`src/rtl/serial_logic_unit_pkg.sv`:
```
// rtl/serial_logic_unit_pkg.sv - shared op codes and FSM state encodings for the serial logic unit
// Purpose: common types imported by serial_logic_unit and chunk_logic.
// Ports: none (package).
package serial_logic_unit_pkg;

    typedef enum logic [1:0] {
        OP_AND  = 2'b00,
        OP_OR   = 2'b01,
        OP_XOR  = 2'b10,
        OP_XNOR = 2'b11
    } op_e;

    typedef enum logic [1:0] {
        IDLE = 2'b00,
        BUSY = 2'b01,
        DONE = 2'b10
    } state_e;

endpackage

```
`src/rtl/chunk_logic.sv`:
```
// rtl/chunk_logic.sv - bitwise AND/OR/XOR/XNOR of one c-bit chunk
// Purpose: per-chunk combinational function used by the serial logic unit.
// Ports:
//   a, b : c-bit operand chunks
//   op   : operation select (op_e)
//   r    : c-bit result chunk
module chunk_logic
    import serial_logic_unit_pkg::*;
#(
    parameter int c = 4
) (
    input  logic [c-1:0] a,
    input  logic [c-1:0] b,
    input  op_e          op,
    output logic [c-1:0] r
);

    always_comb begin
        r = '0;
        case (op)
            OP_AND:  r = a & b;
            OP_OR:   r = a | b;
            OP_XOR:  r = a ^ b;
            OP_XNOR: r = ~(a ^ b);
            default: r = '0;
        endcase
    end

endmodule

```
`src/rtl/serial_logic_unit.sv`:
```
// rtl/serial_logic_unit.sv - chunk-serial bitwise logic unit with start/busy/done handshake
// Purpose: latches x, y, op on an accepted start, produces z one c-bit chunk per
//          cycle (LSB chunk first), then pulses done with registered zero/parity flags.
// Ports:
//   clk    : clock, rising edge
//   rst_b  : asynchronous active-low reset
//   start  : begin an operation (accepted in IDLE or DONE)
//   op     : 00 AND, 01 OR, 10 XOR, 11 XNOR
//   x, y   : w-bit operands
//   z      : w-bit result register
//   busy   : high in BUSY
//   done   : high in DONE (one cycle)
//   zero   : completed z == 0
//   parity : XOR-reduction of completed z
module serial_logic_unit
    import serial_logic_unit_pkg::*;
#(
    parameter int w = 16,
    parameter int c = 4
) (
    input  logic         clk,
    input  logic         rst_b,
    input  logic         start,
    input  logic [1:0]   op,
    input  logic [w-1:0] x,
    input  logic [w-1:0] y,
    output logic [w-1:0] z,
    output logic         busy,
    output logic         done,
    output logic         zero,
    output logic         parity
);

    localparam int              NCHUNK = w / c;
    localparam int              CW     = (NCHUNK > 1) ? $clog2(NCHUNK) : 1;
    localparam logic [CW-1:0]   LAST   = CW'(NCHUNK - 1);

    state_e         r_state;
    state_e         w_next_state;
    logic [CW-1:0]  r_cnt;
    logic [w-1:0]   r_x;
    logic [w-1:0]   r_y;
    logic [w-1:0]   r_z;
    op_e            r_op;
    logic           r_zero;
    logic           r_parity;

    logic [c-1:0]   w_a;
    logic [c-1:0]   w_b;
    logic [c-1:0]   w_r;
    logic [w-1:0]   w_z_next;
    logic           w_accept;
    logic           w_last;

    assign w_a    = r_x[int'(r_cnt) * c +: c];
    assign w_b    = r_y[int'(r_cnt) * c +: c];
    assign w_last = (r_cnt == LAST);

    chunk_logic #(.c(c)) u_chunk (
        .a  (w_a),
        .b  (w_b),
        .op (r_op),
        .r  (w_r)
    );

    // Full result after this cycle's chunk lands; the flags are taken from this
    // on the final chunk so they see the complete word, not the stale r_z.
    always_comb begin
        w_z_next = r_z;
        w_z_next[int'(r_cnt) * c +: c] = w_r;
    end

    always_comb begin
        w_next_state = r_state;
        w_accept     = 1'b0;
        case (r_state)
            IDLE, DONE: begin
                if (start) begin
                    w_next_state = BUSY;
                    w_accept     = 1'b1;
                end else begin
                    w_next_state = IDLE;
                end
            end
            BUSY: begin
                if (w_last) begin
                    w_next_state = DONE;
                end
            end
            default: w_next_state = IDLE;
        endcase
    end

    always_ff @(posedge clk or negedge rst_b) begin
        if (!rst_b) begin
            r_state <= IDLE;
        end else begin
            r_state <= w_next_state;
        end
    end

    always_ff @(posedge clk or negedge rst_b) begin
        if (!rst_b) begin
            r_cnt    <= '0;
            r_x      <= '0;
            r_y      <= '0;
            r_op     <= OP_AND;
            r_z      <= '0;
            r_zero   <= 1'b0;
            r_parity <= 1'b0;
        end else if (w_accept) begin
            r_cnt <= '0;
            r_x   <= x;
            r_y   <= y;
            r_op  <= op_e'(op);
            r_z   <= '0;
        end else if (r_state == BUSY) begin
            r_z <= w_z_next;
            if (w_last) begin
                r_cnt    <= '0;
                r_zero   <= ~|w_z_next;
                r_parity <= ^w_z_next;
            end else begin
                r_cnt <= r_cnt + 1'b1;
            end
        end
    end

    assign z      = r_z;
    assign busy   = (r_state == BUSY);
    assign done   = (r_state == DONE);
    assign zero   = r_zero;
    assign parity = r_parity;

endmodule

```
`config.mk`:
```
export PLATFORM = sky130hd
export DESIGN_NAME = serial_logic_unit
export DESIGN_NICKNAME = d
export VERILOG_FILES = /design/src/rtl/serial_logic_unit_pkg.sv /design/src/rtl/chunk_logic.sv /design/src/rtl/serial_logic_unit.sv
export SDC_FILE = /design/constraint.sdc
export NUM_CORES = 1
export LEC_CHECK = 0
export CAP_MARGIN = 20
export CORE_ASPECT_RATIO = 0.8
export CORE_MARGIN = 2
export CORE_UTILIZATION = 45
export CTS_CLUSTER_DIAMETER = 60
export DETAILED_ROUTE_END_ITERATION = 8
export GPL_TIMING_DRIVEN = 0
export PLACE_DENSITY = 0.78
export SLEW_MARGIN = 5
export SYNTH_ARGS = -nofsm -noshare
export SYNTH_HDL_FRONTEND = slang
export SYNTH_SLANG_ARGS = --single-unit
```
`constraint.sdc`:
```
create_clock -name clk -period 6.8 [get_ports clk]
set_input_delay 1.36 -clock clk [delete_from_list [all_inputs] [get_ports clk]]
set_output_delay 1.36 -clock clk [all_outputs]
set_load 0.02 [all_outputs]
```
After elaboration in Yosys (flattened, before gate mapping)
Cells that the tools add are included.
{"block": "word_totals", "word_cells": 46, "reg_bits": 56, "input_bits": 37, "output_inout_bits": 20}
{"block": "op_classes", "n_eq_ne": 7, "n_reduce_logical": 8, "muxes": 12, "n_shift": 4, "n_bitwise": 5, "n_addsub": 2}
{"cell": "$neg 4->33", "count": 1}
{"cell": "$shift 4x33->16 const A", "count": 1}
{"cell": "$shiftx 4x33->16", "count": 1}
{"cell": "$mux 16", "count": 2}
{"cell": "$shiftx 16x5->4", "count": 2}
{"cell": "$bwmux 16", "count": 1}
{"cell": "$pmux 4 s4", "count": 1}
{"cell": "$reduce_or 16->1", "count": 1}
{"cell": "$reduce_xor 16->1", "count": 1}
{"cell": "$eq 2x2->1 const B", "count": 4}
{"cell": "$mux 2", "count": 4}
{"cell": "$and 4x4->4", "count": 1}
{"cell": "$eq 2x1->1 const B", "count": 2}
{"cell": "$logic_not 2->1", "count": 2}
{"cell": "$not 4->4", "count": 1}
{"cell": "$or 4x4->4", "count": 1}
{"cell": "$pmux 2 s2", "count": 1}
{"cell": "$xor 4x4->4", "count": 1}
{"cell": "$mux 1", "count": 3}
{"cell": "$reduce_and 3->1", "count": 1}
{"cell": "$add 2x1->2 const B", "count": 1}
{"cell": "$ne 2x1->1 const B", "count": 1}
{"cell": "$reduce_bool 2->1", "count": 1}
{"cell": "$reduce_or 2->1", "count": 1}
{"cell": "2 further kinds", "count": 2}

Longest topological paths before layout
{"block": "depth", "depth_word": 8, "depth_mapped": 14, "mapped_depth_nobuf": 12}

Modules after synthesis
Synthesis repeated with hierarchy kept, for this count alone.
{"block": "hier_totals", "cells_unflattened": 236, "hier_area_um2": 3238.1}
{"mod": "serial_logic_unit", "area_per_inst_um2": 2952.8, "seq_area_each_um2": 1401.3, "n_inst": 1, "cells_per_inst": 206}
{"mod": "chunk_logic", "area_per_inst_um2": 285.3, "seq_area_each_um2": 0.0, "n_inst": 1, "cells_per_inst": 30}

Worst setup path after synthesis
No wires, ideal clock.
{"block": "synth_timing", "kind": "reg-to-reg", "startpoint": "reg r_cnt[0]", "endpoint": "reg r_parity (netlist: parity)", "path_buffers": 2, "arrival_time_ns": 2.755, "synth_period_minus_slack_ns": 2.883, "slack_ns": 3.917, "required_time_ns": 6.672, "setup_ns": 0.128, "stages_incl_launch_ff": 14, "path_cell_list": "dfrtp_1 > buf_6 > buf_8 > mux4_2 > inv_2 > ha_1 > xnor2_1 > a21oi_2 > a21oi_1 > ha_1 > xnor2_1 > xnor2_1 > xnor2_1 > o21ai_0"}
{"block": "synth_via", "elab_chain_cells": 7, "elab_cells_between_ends": 14, "cone_classes": "1 x add/sub; 1 x eq/ne; 4 x shift; 2 x mux; 4 x bitwise; 2 x reduce/logical"}
{"element": "start, declared", "line": "serial_logic_unit.sv:40", "text": "logic [CW-1:0] r_cnt;"}
{"element": "start signal, assigned", "line": "serial_logic_unit.sv:124", "text": "r_cnt <= r_cnt + 1'b1;"}
{"element": "$shiftx 16x5->4, on equally long branches", "line": "serial_logic_unit.sv:55, serial_logic_unit.sv:56"}
{"element": "$xor 4x4->4", "line": "chunk_logic.sv:23, chunk_logic.sv:24"}
{"element": "$not 4->4", "line": "chunk_logic.sv:24", "text": "OP_XNOR: r = ~(a ^ b);"}
{"element": "$pmux 4 s4", "line": "chunk_logic.sv:20", "text": "case (op)"}
{"element": "$shiftx 4x33->16", "line": "serial_logic_unit.sv:70", "text": "w_z_next[int'(r_cnt) * c +: c] = w_r;"}
{"element": "$bwmux 16", "line": "serial_logic_unit.sv:70"}
{"element": "$reduce_xor 16->1", "line": "serial_logic_unit.sv:122", "text": "r_parity <= ^w_z_next;"}
{"element": "end signal, assigned", "line": "serial_logic_unit.sv:122"}
{"element": "end, declared", "line": "serial_logic_unit.sv:46", "text": "logic r_parity;"}
Parallel ways exist; a longest one is shown, timed or not.
A chain may end at the register's enable or synchronous reset.

Final worst setup path
{"block": "layout_timing", "startpoint": "reg r_cnt[1]", "endpoint": "reg r_parity (netlist: parity)"}
Same word-level chain as after synthesis.

==> qor.txt <==
Status: finished clean
Cell accounting for the most synthesized area: dfrtp_1
Total power: 1.99 mW
Core Area: 6470 µm²
Compound-Gate Fraction of Synth Area: 10.8%
Async SR Flop Fraction: 100%
GRT Util Overall: 18.9%
DRT iter0 DRCs: 140
Clock sinks: 56
Worst Skew: 0.00710 ns
Largest family of logic cells by synthesized area: multiplexers
Remaining Overflow, GRT: 0
Ys Warns: 0
Row count: 26
Routed wire length: 6460 µm
RSZ-0062 raised after global routing: false
Post-synth net total: 304
Worst skew pair latency: 0.30 ns
Crit Path Class: reg -> reg
Largest net degree at the start of global routing: 33
Syn Std Cell Area: 3060 µm²
Hold Buf Count CTS: 0
CP endpoint kind: register
Max IR drop VDD: 0.240 mV
HP Start: zero
Post-synthesis sequential area ratio: 45.8%
Setup Fix Bufs, Post-CTS: 0
Final hold vios: 0
CTS tree: done
Worst Path Required: 6.99 ns
Avg Inst Size Synth: 12.5 µm²
Fmax: 293 MHz
Clock slew at reported path FFs: 0.09 ns
Antenna cells: 0
Die Ht: 77.7 µm
Post-CTS sizing: 0
Synth top area cells: dfrtp_1 46%, mux2_2 13%, ha_1 9.0%
Layout cells sized above 1: 20.6%
Initial Utilization: 47.2%
CP arrival: 3.59 ns
Max Slew Vio Count: 0
Setup violators final: 0
DP Worst Slack: 3.42 ns
Worst setup margin: 3.39 ns
Port bufs: 56
Drt drc: 0
Max Root-Sink Buffers: 2
Mux cell area share after synthesis: 19.0%
Die Wd: 96.2 µm
Most numerous cell in the Yosys netlist: dfrtp_1
Initial antenna violation count: 0
Pwr/cell area: 519 nW/µm²
Area Growth Syn to Fin: 25.2%
Total CTS buffers: 5
Vias per cell: 5.51
Share of the synthesized area in the top cell type: 45.8%
Cell depth of the worst flop-to-flop path: 12
Die area: 7470 µm²
Xor/xnor share of the synthesized area: 3.15%
Vias in the first global route: 2165
Synthesized flop and latch total: 56
Placed cell count: 386
Final nets: 368
Fin cells: 394
WL/cell: 16.4 µm
RePlAce Congestion: 0.835
Startpoint Class: register
RR Startpoint: r_cnt[1]
Post-synth top cells: 56 x dfrtp_1, 34 x mux2_2, 22 x ha_1
Cells after Synth: 245
Max-cap violation count: 0
Vias: 2172
I/O Pins: 57
CTS Root Cell: clkbuf_8
Hold depth: 2
Synth Area in Adders: 9.00%
Tmin final: 3.41 ns
Global-route wire length before repair: 10700 µm
Antenna-violating nets left: 0
First-pass detailed-route iteration total: 4
Worst rel slew slack: 60.5%
Synth Area in Simple Gates: 8.22%
Slew @ Worst Pin: 0.593 ns
Number of synthesized flops with an enable pin: 0
Setup Total Neg Slack: 0 ns
DP Wirelength: 4960 µm
Pleak: 1.64 nW
Crit Path Max Fanout: 10
Fin util: 59.1%
Crit share post-route: 50.1%
Htree depth: 2
Critical Path Source: r_cnt[1]
Synth Flop Type: dfrtp_1
Hold Crit Class: reg -> reg
Synth unique cells: 31
-- final cells by class --
type                       count  area (µm²)
fill                         512        2650
multi-input combinational    166        1540
sequential                    56        1400
timing repair buffer          57         576
tap                           84         105
clock buffer                   8        90.1
buffer                        10        71.3
inverter                      13        48.8
-- stage by stage --
stage | instance area [µm²] | hold WS (ns)
after detailed placement | 3740 | 0.481
after global routing | 3830 | 0.523
final | 3830 | 0.495
after CTS | 3830 | 0.499
after floorplan | 3060 | 0.472
after global placement | 3720 | 0.470
-- cell families after synthesis --
logic type,Yosys count
flops,56
mux,42
buf+inv,23
xor+xnor,11
compound gates,47
fa+ha+maj,22
simple gates,44
-- report_power, final --
group          internal, mW  total, mW  switching, mW
sequential            0.483      0.570         0.0878
clock                0.0833      0.181         0.0976
combinational         0.583       1.23          0.650
-- registers in the layout, summed over array words and instances (netlist names) --
register,count
parity,1
r_cnt,2
r_op,2
r_state,2
r_x,16
r_y,16
z,16
zero,1
-- worst max-delay path, cell delays in order, from the launching register on --
cell and delay (ns):
dfrtp_1 0.41, clkbuf_1 0.49, mux4_1 0.42, inv_1 0.08, ha_1 0.23, xnor2_1 0.14
a21oi_2 0.40, a21oi_1 0.13, ha_1 0.32, xnor2_1 0.25, xnor2_1 0.17, xnor2_1 0.14
o21ai_0 0.09
-- metal layers --
layer  vias up  routed length (µm)  GRT usage, %
met5         -                   0             0
met4         0                  35          4.57
met3         2                 262          3.88
met2        52                3070          28.6
met1      1108                3100          28.0
li1       1010                   -             -
-- cells in the final DEF, fill, tap and decap left out, drive strengths merged --
cell           Yosys  routed
dfrtp             56      56
clkdlybuf4s50      0      55
mux2              34      34
ha                22      22
a21oi             18      18
a22o              17      17
nor2b             16      16
inv               13      13
buf                9      11
nand2              9       9
xnor2              9       9
clkbuf             1       9
mux4               8       8
nor3               6       6
o21ai              5       5
a22oi              4       4
nor2               4       4
xor2               2       2
nand2b             2       2
nand3b             2       2
and2b              2       2
o31ai              2       2
nand4              2       2
o21bai             1       1
nor4               1       1
-- path summary, 6_finish.rpt --
path | to | slack, ns
worst max-delay path | parity | 3.39
worst min-delay path | zero | 0.50
worst max register to register | parity | 3.39
worst min register to register | zero | 0.50
max in group asynchronous | r_y[4] | 5.19
min in group asynchronous | r_y[14] | 1.05
(Power assumes the default switching activity.)
